===== config.mk =====
export PLATFORM = sky130hd
export DESIGN_NAME = line_buffer_ctrl
export DESIGN_NICKNAME = d
export VERILOG_FILES = /design/src/rtl/lb_pkg.sv /design/src/rtl/lb_pos_counter.sv /design/src/rtl/line_buffer_ctrl.sv
export SDC_FILE = /design/constraint.sdc
export NUM_CORES = 1
export LEC_CHECK = 0
export CORE_MARGIN = 5
export CORE_UTILIZATION = 49
export CTS_BUF_LIST = sky130_fd_sc_hd__clkbuf_8 sky130_fd_sc_hd__clkbuf_16
export DETAILED_ROUTE_END_ITERATION = 10
export HOLD_SLACK_MARGIN = 0.12
export MAX_ROUTING_LAYER = met4
export PLACE_DENSITY_LB_ADDON = 0.3
export SETUP_SLACK_MARGIN = 0.4
export SYNTH_ARGS = -nofsm -noshare
export SYNTH_HDL_FRONTEND = slang
export SYNTH_SLANG_ARGS = --single-unit

===== constraint.sdc =====
create_clock -name clk -period 3.95 [get_ports clk]
set_input_delay 1.185 -clock clk [delete_from_list [all_inputs] [get_ports clk]]
set_output_delay 1.185 -clock clk [all_outputs]
set_load 0.02 [all_outputs]

===== src/rtl/lb_pkg.sv =====
`default_nettype none
// +----------------------------------------------------------------------+
// | lb_pkg : shared types and constants for the line-buffer controller   |
// | Rev 1.0                                                              |
// +----------------------------------------------------------------------+
package lb_pkg;

    typedef enum logic [1:0] {
        ST_IDLE   = 2'd0,
        ST_FILL   = 2'd1,
        ST_STREAM = 2'd2,
        ST_DONE   = 2'd3
    } lb_state_t;

    localparam int c_KERNEL_DEFAULT = 3;

endpackage
`default_nettype wire


===== src/rtl/lb_pos_counter.sv =====
`default_nettype none
// +----------------------------------------------------------------------+
// | lb_pos_counter : column/row position of the next pixel in a frame    |
// | Rev 1.0                                                              |
// +----------------------------------------------------------------------+
module lb_pos_counter #(
    parameter int IMG_WIDTH  = 10,
    parameter int IMG_HEIGHT = 10
) (
    input  logic                          clk,
    input  logic                          rst,
    input  logic                          inc,
    input  logic                          clr,
    output logic [$clog2(IMG_WIDTH)-1:0]  col,
    output logic [$clog2(IMG_HEIGHT)-1:0] row,
    output logic                          last
);

    localparam int CW = $clog2(IMG_WIDTH);
    localparam int RW = $clog2(IMG_HEIGHT);
    localparam logic [CW-1:0] c_COL_MAX = CW'(IMG_WIDTH - 1);
    localparam logic [RW-1:0] c_ROW_MAX = RW'(IMG_HEIGHT - 1);

    logic [CW-1:0] r_col;
    logic [RW-1:0] r_row;
    logic          w_last;

    assign w_last = (r_col == c_COL_MAX) && (r_row == c_ROW_MAX);

    // Saturates on the final pixel of the frame; only clr restarts it.
    always_ff @(posedge clk) begin
        if (rst || clr) begin
            r_col <= '0;
            r_row <= '0;
        end else if (inc && !w_last) begin
            if (r_col == c_COL_MAX) begin
                r_col <= '0;
                r_row <= r_row + 1'b1;
            end else begin
                r_col <= r_col + 1'b1;
            end
        end
    end

    assign col  = r_col;
    assign row  = r_row;
    assign last = w_last;

endmodule
`default_nettype wire


===== src/rtl/line_buffer_ctrl.sv =====
`default_nettype none
// +----------------------------------------------------------------------+
// | line_buffer_ctrl : shift/window sequencing for a line-buffer chain   |
// | Rev 1.0                                                              |
// +----------------------------------------------------------------------+
module line_buffer_ctrl
    import lb_pkg::*;
#(
    parameter int IMG_WIDTH  = 10,
    parameter int IMG_HEIGHT = 10,
    parameter int KERNEL     = c_KERNEL_DEFAULT
) (
    input  logic                          clk,
    input  logic                          rst,
    input  logic                          start,
    input  logic                          in_valid,
    output logic                          in_ready,
    output logic                          shift_en,
    output logic                          win_valid,
    input  logic                          win_ready,
    output logic [$clog2(IMG_WIDTH)-1:0]  col_idx,
    output logic [$clog2(IMG_HEIGHT)-1:0] row_idx,
    output logic                          busy,
    output logic                          frame_done
);

    localparam int CW = $clog2(IMG_WIDTH);
    localparam int RW = $clog2(IMG_HEIGHT);

    lb_state_t     r_state;
    lb_state_t     w_state_nxt;
    logic          r_win_valid;
    logic          r_frame_end;
    logic [CW-1:0] r_col_idx;
    logic [RW-1:0] r_row_idx;

    logic [CW-1:0] w_col;
    logic [RW-1:0] w_row;
    logic          w_last;
    logic          w_in_ready;
    logic          w_accept;
    logic          w_start_frame;
    logic          w_win_pix;

    // w_col/w_row is the position of the pixel being offered this cycle.
    lb_pos_counter #(
        .IMG_WIDTH  (IMG_WIDTH),
        .IMG_HEIGHT (IMG_HEIGHT)
    ) u_pos (
        .clk  (clk),
        .rst  (rst),
        .inc  (w_accept),
        .clr  (w_start_frame),
        .col  (w_col),
        .row  (w_row),
        .last (w_last)
    );

    always_comb begin
        w_state_nxt   = r_state;
        w_in_ready    = 1'b0;
        w_start_frame = 1'b0;

        if ((r_state == ST_FILL || r_state == ST_STREAM) && !r_frame_end)
            w_in_ready = !r_win_valid || win_ready;
        w_accept  = in_valid && w_in_ready;
        w_win_pix = (w_row >= RW'(KERNEL - 1)) && (w_col >= CW'(KERNEL - 1));

        case (r_state)
            ST_IDLE: begin
                if (start) begin
                    w_start_frame = 1'b1;
                    w_state_nxt   = ST_FILL;
                end
            end
            ST_FILL: begin
                if (w_accept && w_row == RW'(KERNEL - 1) && w_col == '0)
                    w_state_nxt = ST_STREAM;
            end
            ST_STREAM: begin
                // Last pixel is always window-producing, so wait for that window to drain.
                if (r_frame_end && (!r_win_valid || win_ready))
                    w_state_nxt = ST_DONE;
            end
            ST_DONE:  w_state_nxt = ST_IDLE;
            default:  w_state_nxt = ST_IDLE;
        endcase
    end

    always_ff @(posedge clk) begin
        if (rst) begin
            r_state     <= ST_IDLE;
            r_win_valid <= 1'b0;
            r_frame_end <= 1'b0;
            r_col_idx   <= '0;
            r_row_idx   <= '0;
        end else begin
            r_state <= w_state_nxt;
            if (w_start_frame) begin
                r_win_valid <= 1'b0;
                r_frame_end <= 1'b0;
                r_col_idx   <= '0;
                r_row_idx   <= '0;
            end else begin
                if (w_accept) begin
                    r_col_idx <= w_col;
                    r_row_idx <= w_row;
                    if (w_last)
                        r_frame_end <= 1'b1;
                end
                if (w_accept && w_win_pix)
                    r_win_valid <= 1'b1;
                else if (r_win_valid && win_ready)
                    r_win_valid <= 1'b0;
            end
        end
    end

    assign in_ready   = w_in_ready;
    assign shift_en   = w_accept;
    assign win_valid  = r_win_valid;
    assign col_idx    = r_col_idx;
    assign row_idx    = r_row_idx;
    assign busy       = (r_state != ST_IDLE);
    assign frame_done = (r_state == ST_DONE);

endmodule
`default_nettype wire


Word-level counts from Yosys, hierarchy flattened:

Index checks and enable logic that the tools add are counted.

* bits in latches: 0
* flip-flop bits (word level): 20
* memories kept: 0
* RAM bits: 0
* memory bits (read-only): 0
* logic and storage cells: 54

* div/mod/pow operators: 0
* reductions and logical operators: 24
* bitwise operators: 0
* add/subtract/negate cells: 2
* $mul: 0
* muxes and demuxes: 10
* $lt $le $gt $ge: 2
* shift operators: 0
* equal/unequal tests: 9

Operators with widths (count)
* $logic_and A1 B1 Y1: 10
* $add A4 B1 Y4 const B: 2
* $eq A4 B4 Y1 const B: 2
* $ge A4 B2 Y1 const B: 2
* $pmux W2 S4: 1
* $mux W2: 3
* $mux W1: 5
* $eq A2 B2 Y1 const B: 2
* $eq A4 B2 Y1 const B: 1
* $logic_not A4 Y1: 1
* $mux W4: 1
* $ne A2 B1 Y1 const B: 2
* $reduce_and A2 Y1: 2
* $reduce_bool A2 Y1: 2
* $logic_not A1 Y1: 3
* $logic_or A1 B1 Y1: 3
* $reduce_and A3 Y1: 1
* $eq A2 B1 Y1 const B: 1
* $logic_not A2 Y1: 1
* $ne A2 B2 Y1 const B: 1
* $reduce_or A2 Y1: 1

Longest topological paths before layout:

Gate-level depths: netlist of run 1.

* word-level depth: 9
* mapped depth: 8
* mapped depth without buffers: 7

Modules after synthesis:

A second synthesis of run 1 with hierarchy kept.

* cell total of the unflattened synthesis: 123
* area total of the unflattened synthesis: 1104.8 um2

Modules (own cells, without submodules)
* line_buffer_ctrl: cells an instance 72, instances 1, area an instance 674.4 um2
* lb_pos_counter: cells an instance 51, instances 1, area an instance 430.4 um2

Worst setup path after synthesis of run 1:

OpenSTA, ideal clock, no wires.

* kind: input to output
* from: input win_ready
* to: output shift_en
* data required time: 2.765 ns
* path slack: 0.937 ns
* buffers on the path: 1
* data arrival time: 1.828 ns
* stages on the path: 4
* cells stage by stage: nand2b_2 -> nand3_2 -> inv_2 -> buf_2

* cells in the longest elaborated chain, start to end: 3

RTL lines
* from (decl): line line_buffer_ctrl.sv:20 `input logic win_ready,`
* $logic_or A1 B1 Y1: line line_buffer_ctrl.sv:65 `w_in_ready = !r_win_valid || win_ready;`
* $mux W1: line line_buffer_ctrl.sv:64 `if ((r_state == ST_FILL || r_state == ST_STREAM) && !r_frame_end)`
* $logic_and A1 B1 Y1: line line_buffer_ctrl.sv:66 `w_accept = in_valid && w_in_ready;`
* to (decl): line line_buffer_ctrl.sv:18 `output logic shift_en,`

Every way passes these cells.

Worst setup path after layout of run 1:

* from: input win_ready
* to: output in_ready

* cells in the longest elaborated chain, start to end: 2

RTL lines
* $logic_or A1 B1 Y1: line line_buffer_ctrl.sv:65
* $mux W1: line line_buffer_ctrl.sv:64
* to (decl): line line_buffer_ctrl.sv:17 `output logic in_ready,`

Every way passes these cells.

==> flow_summary.json, run 1 <==
{
  "rows": 17,
  "coreArea_sq_mm": 0.00217,
  "r2r-start": "r_state[0]$_SDFFE_PP0P_",
  "clk_latency_ps": 260,
  "holdCritStartpoint": "row_idx[0]$_SDFFE_PP0P_",
  "synth_top_flop_cell": "dfxtp_1",
  "diodes": 0,
  "yosysWarningCount": 0,
  "dpl_cell_area_sq_mm": 0.00127,
  "syn_nets": 144,
  "critPathLaunch": "win_ready",
  "seqCellArea_sq_um": 400,
  "drtIter0Drc": 18,
  "final_common_cell": "nand2_1",
  "io_buffers": 17,
  "cpPeakStageDelay_ps": 390,
  "hold_class": "reg -> reg",
  "postCtsHoldBufs": 0,
  "syn_to_final_growth_pct": 23.4,
  "synth_cell_types": 39,
  "peakVddDrop_mv": 0.330,
  "tns_ps": 0,
  "cts_num_sinks": 20,
  "io_pins": 18,
  "relSlewSlack_pct": 61.5,
  "clock.fmax_mhz": 289,
  "start_kind": "input pin",
  "fill_cells": 208,
  "hpwl_microns": 1650,
  "power_density_mw_per_mm2": 547,
  "wire_per_inst_microns": 12.8,
  "synth_seq_area_share_pct": 36.9,
  "multi_input_area_sq_um": 621,
  "hold_violations": 0,
  "netlist_area_sq_mm": 0.00109,
  "cap_violations": 0,
  "wirelength_microns": 2250,
  "dr.pass1.iters": 4,
  "vias": 938,
  "dieHeight_microns": 57.1,
  "crit_chain": "clkdlybuf4s50_1 > nand2b_2 > and2_1 > dlygate4sd2_1",
  "postLayoutCellArea_sq_mm": 0.00134,
  "p_leak_nw": 0.497,
  "cts_buffer_depth": 2,
  "synth_edf_count": 0,
  "drive_above_1_share_pct": 9.46,
  "final.period_utilization_pct": 87.5,
  "tightest_slew_ps": 577,
  "viasPerCell": 5.33,
  "final_nets": 162,
  "initial_core_util_pct": 50.1,
  "critPathRequiredTime_ps": 2760,
  "fin_cells": 176,
  "crit_path_end_kind": "output pin",
  "grt_max_degree": 19,
  "slowest_stage": "clkdlybuf4s50_1",
  "syn_inst": 131,
  "period_needed_ps": 3460,
  "cts_tree": "done",
  "syn_area_per_cell_sq_um": 8.29,
  "dieArea_sq_mm": 0.00326,
  "cts_buffers": 3,
  "grtUsageTotal_pct": 15.1,
  "postCtsSetupBuffers": 0,
  "critPathArrivalTime_ps": 2270,
  "dp.cells": 172,
  "htree_levels": 1,
  "die_w_microns": 57.1,
  "critPathKind": "in -> out",
  "slew_viol_final": 0,
  "status": "finished clean",
  "async_flop_share_pct": 0,
  "fin_skew_ps": 4.30,
  "ys_seq_elements": 20,
  "grt_pass1_wl_microns": 3820,
  "gp_congestion": 0.793,
  "overflow": 0,
  "critPathMaxFanout": 6,
  "drc": 0,
  "antenna_found_initial": 0,
  "rsz0062_at_grt": "no",
  "detail-route-antenna-nets": 0,
  "power.total_w": 0.000734,
  "grt_pass1_vias": 913,
  "clk_pin_slew_worst_paths_ps": 70,
  "final_cell_mix": "nand2_1 (22), dfxtp_1 (20), clkdlybuf4s50_1 (15)",
  "setup_viol": 0,
  "cts-root-buf": "clkbuf_8"
}
[per-layer routing]
metal | wire, microns | vias up | share of wire [%] | track usage [%]
met2 | 1060 | 18 | 47 | 25.6
met1 | 1050 | 429 | 47 | 17.1
met5 | 0 | - | 0 | -
met3 | 128 | 2 | 5.7 | 4.75
met4 | 12 | 0 | 0.53 | 3.97
li1 | - | 489 | - | -
[cells in the mapped netlist (2+ instances only)]
library cell,count,area (sq um)
nand2_1,22,82.6
dfxtp_1,20,400
a21oi_1,14,70.1
nor2_1,11,41.3
ha_1,8,100
inv_1,8,30.0
buf_2,4,20.0
nand4_1,4,25.0
mux2i_1,3,30.0
a211o_1,2,17.5
a211oi_1,2,15.0
a21o_1,2,15.0
and3_1,2,12.5
nand3_1,2,10.0
nor3_1,2,10.0
o311ai_1,2,17.5
[sequential cells by signal, indices dropped and copies added, names as in the netlist]
register,count
u_pos.col,4
r_state,2
row_idx,4
win_valid,1
col_idx,4
u_pos.row,4
r_frame_end,1
[layout make-up]
| type | count | share of cell area, % |
|---|---|---|
| Multi-Input combinational cell | 96 | 46.3 |
| Sequential cell | 20 | 29.9 |
| Timing Repair Buffer | 19 | 13.4 |
| Clock buffer | 3 | 3.08 |
| Tap cell | 28 | 2.61 |
| Inverter | 9 | 2.52 |
| Clock inverter | 1 | 2.24 |
[repair_timing]
action	4_1_cts	5_1_grt
pin swaps	0	0
setup endpoints to repair	2	1
resized for setup	2	2
gates cloned	0	0
[logic make-up after synthesis]
family                   share of synthesized area, %
flip-flops                                       36.9
multiplexers                                     2.77
AO/OA/AOI/OAI                                    16.6
buffers and inverters                            5.99
XOR/XNOR                                        0.807
adder cells (fa/ha/maj)                          9.22
AND/OR/NAND/NOR                                  27.8
[power by group]
group          switching (W)  internal [W]  total, W
Clock              0.0000716      0.000135  0.000207
Combinational       0.000178      0.000120  0.000298
Sequential         0.0000142      0.000214  0.000228
Total               0.000264      0.000469  0.000734
[through the flow]
step	worst slack, ps	hold slack, ps	util, %
after floorplan	937	471	-
after global placement	177	446	58.8
after detailed placement	178	453	58.8
after CTS	436	464	61.9
after global routing	433	486	61.8
final	495	460	61.8
[path summary, 6_finish.rpt]
path         slack, ps  cells past startpoint                 endpoint
min reg2reg        460                      2  row_idx[0]$_SDFFE_PP0P_
max                490                      4                 in_ready
max reg2reg       1880                      7  r_state[1]$_SDFFE_PP0P_
min                460                      2  row_idx[0]$_SDFFE_PP0P_
[critical path, delay by kind of cell]
| family | cells | cell delay (ps) |
|---|---|---|
| buf+inv | 2 | 700 |
| simple gates | 2 | 380 |
Power figures use the tool's default switching activity.
==> inputs of run 2 (changes only) <==
--- a/config.mk
+++ b/config.mk
@@ -11,7 +11,7 @@
 export DETAILED_ROUTE_END_ITERATION = 10
 export HOLD_SLACK_MARGIN = 0.12
 export MAX_ROUTING_LAYER = met4
-export PLACE_DENSITY_LB_ADDON = 0.3
+export PLACE_DENSITY = 0.82
 export SETUP_SLACK_MARGIN = 0.4
 export SYNTH_ARGS = -nofsm -noshare
 export SYNTH_HDL_FRONTEND = slang
==> flow_summary.json, run 2 (same netlist as run 1, synthesis figures left out) <==
{
  "whs_path_depth": 2,
  "cts-root-buf": "clkbuf_8",
  "antenna_found_initial": 0,
  "critPathArrivalTime_ps": 2320,
  "drc": 0,
  "seqCellArea_sq_um": 400,
  "crit_chain": "clkdlybuf4s50_1 > nand2b_2 > and2_1 > dlygate4sd2_1",
  "clk_latency_ps": 260,
  "slew_viol_final": 0,
  "dieHeight_microns": 57.1,
  "crit_path_end_kind": "output pin",
  "grt_pass1_wl_microns": 4110,
  "coreArea_sq_mm": 0.00217,
  "dieArea_sq_mm": 0.00326,
  "cts_tree": "done",
  "diodes": 0,
  "viasPerCell": 5.57,
  "period_needed_ps": 3510,
  "syn_to_final_growth_pct": 23.4,
  "power.total_w": 0.000734,
  "rr_worst_depth": 7,
  "start_kind": "input pin",
  "critPathKind": "in -> out",
  "fill_cells": 208,
  "detail-route-antenna-nets": 0,
  "htree_levels": 1,
  "grtUsageTotal_pct": 16.3,
  "fin_skew_ps": 3.00,
  "io_pins": 18,
  "cts_buffer_depth": 2,
  "hold_violations": 0,
  "drtIter0Drc": 29,
  "wire_per_inst_microns": 13.8,
  "peakVddDrop_mv": 0.289,
  "wirelength_microns": 2430,
  "critPathRequiredTime_ps": 2760,
  "final_common_cell": "nand2_1",
  "clock.fmax_mhz": 285,
  "rows": 17,
  "drive_above_1_share_pct": 9.46,
  "critPathMaxFanout": 6,
  "io_buffers": 17,
  "tns_ps": 0,
  "cts_buffers": 3,
  "postCtsHoldBufs": 0,
  "gp_congestion": 0.826,
  "cpPeakStageDelay_ps": 470,
  "hpwl_microns": 1730,
  "multi_input_area_sq_um": 621,
  "relSlewSlack_pct": 62.8,
  "setup_viol": 0,
  "cap_violations": 0,
  "cp.depth": 4,
  "cts_num_sinks": 20,
  "crit_family": "buffers and inverters",
  "vias": 981,
  "die_w_microns": 57.1,
  "slowest_stage": "clkdlybuf4s50_1",
  "grt_max_degree": 19,
  "rsz0062_at_grt": "no",
  "tightest_slew_ps": 557,
  "final_nets": 162,
  "dpl_cell_area_sq_mm": 0.00127,
  "dr.pass1.iters": 5,
  "p_leak_nw": 0.497,
  "final_cell_mix": "nand2_1 (22), dfxtp_1 (20), clkdlybuf4s50_1 (15)",
  "crit_buf_inv": 2,
  "power_density_mw_per_mm2": 548,
  "final.period_utilization_pct": 88.8,
  "grt_pass1_vias": 970,
  "status": "finished clean",
  "overflow": 0,
  "initial_core_util_pct": 50.1,
  "postLayoutCellArea_sq_mm": 0.00134,
  "clk_pin_slew_worst_paths_ps": 70,
  "hold_class": "reg -> reg"
}
## run 2: final timing paths
path,startpoint,to,slack (ps)
worst min-delay path,row_idx[2]$_SDFFE_PP0P_,row_idx[2]$_SDFFE_PP0P_,460
worst min register to register,row_idx[2]$_SDFFE_PP0P_,row_idx[2]$_SDFFE_PP0P_,460
worst max-delay path,win_ready,in_ready,440
worst max register to register,r_state[1]$_SDFFE_PP0P_,r_state[1]$_SDFFE_PP0P_,1850
## run 2: timing repair
| item | CTS | global route |
|---|---|---|
| pin swaps | 0 | 0 |
| resized for setup | 2 | 2 |
| setup endpoints to repair | 2 | 1 |
| buffers inserted | 0 | 0 |
## run 2: per-layer routing
metal	share of wire [%]	global-route usage (%)	routed length [microns]
met1	44	18.8	1070
met2	49	27.1	1190
met3	4.6	2.49	112
met4	2.7	8.94	65
met5	0	-	0
## run 2: final cells by class
| cell class | count | share of cell area, % |
|---|---|---|
| Timing Repair Buffer | 19 | 13.4 |
| Sequential cell | 20 | 29.9 |
| Tap cell | 28 | 2.61 |
| Inverter | 9 | 2.52 |
| Clock inverter | 1 | 2.24 |
| Clock buffer | 3 | 3.08 |
| Multi-Input combinational cell | 96 | 46.3 |
## run 2: power breakdown
| part | total [W] | switching [W] | internal, W |
|---|---|---|---|
| sequential | 0.000228 | 0.0000139 | 0.000214 |
| combinational | 0.000304 | 0.000184 | 0.000120 |
| clock | 0.000202 | 0.0000672 | 0.000135 |
| total | 0.000734 | 0.000265 | 0.000470 |
## run 2: worst min-delay path, cell delays in order, from the launching register on
cell,delay (ps)
dfxtp_1,310
nand2_1,50
a21oi_1,50
## run 2: metrics by stage
step	instances	setup WS (ps)	hold slack [ps]	utilization (%)
2_1_floorplan	131	937	471	-
3_3_place_gp	172	180	445	58.8
3_5_place_dp	172	155	446	58.8
4_1_cts	176	417	457	61.9
5_1_grt	176	411	479	61.8
6_report	176	441	455	61.8
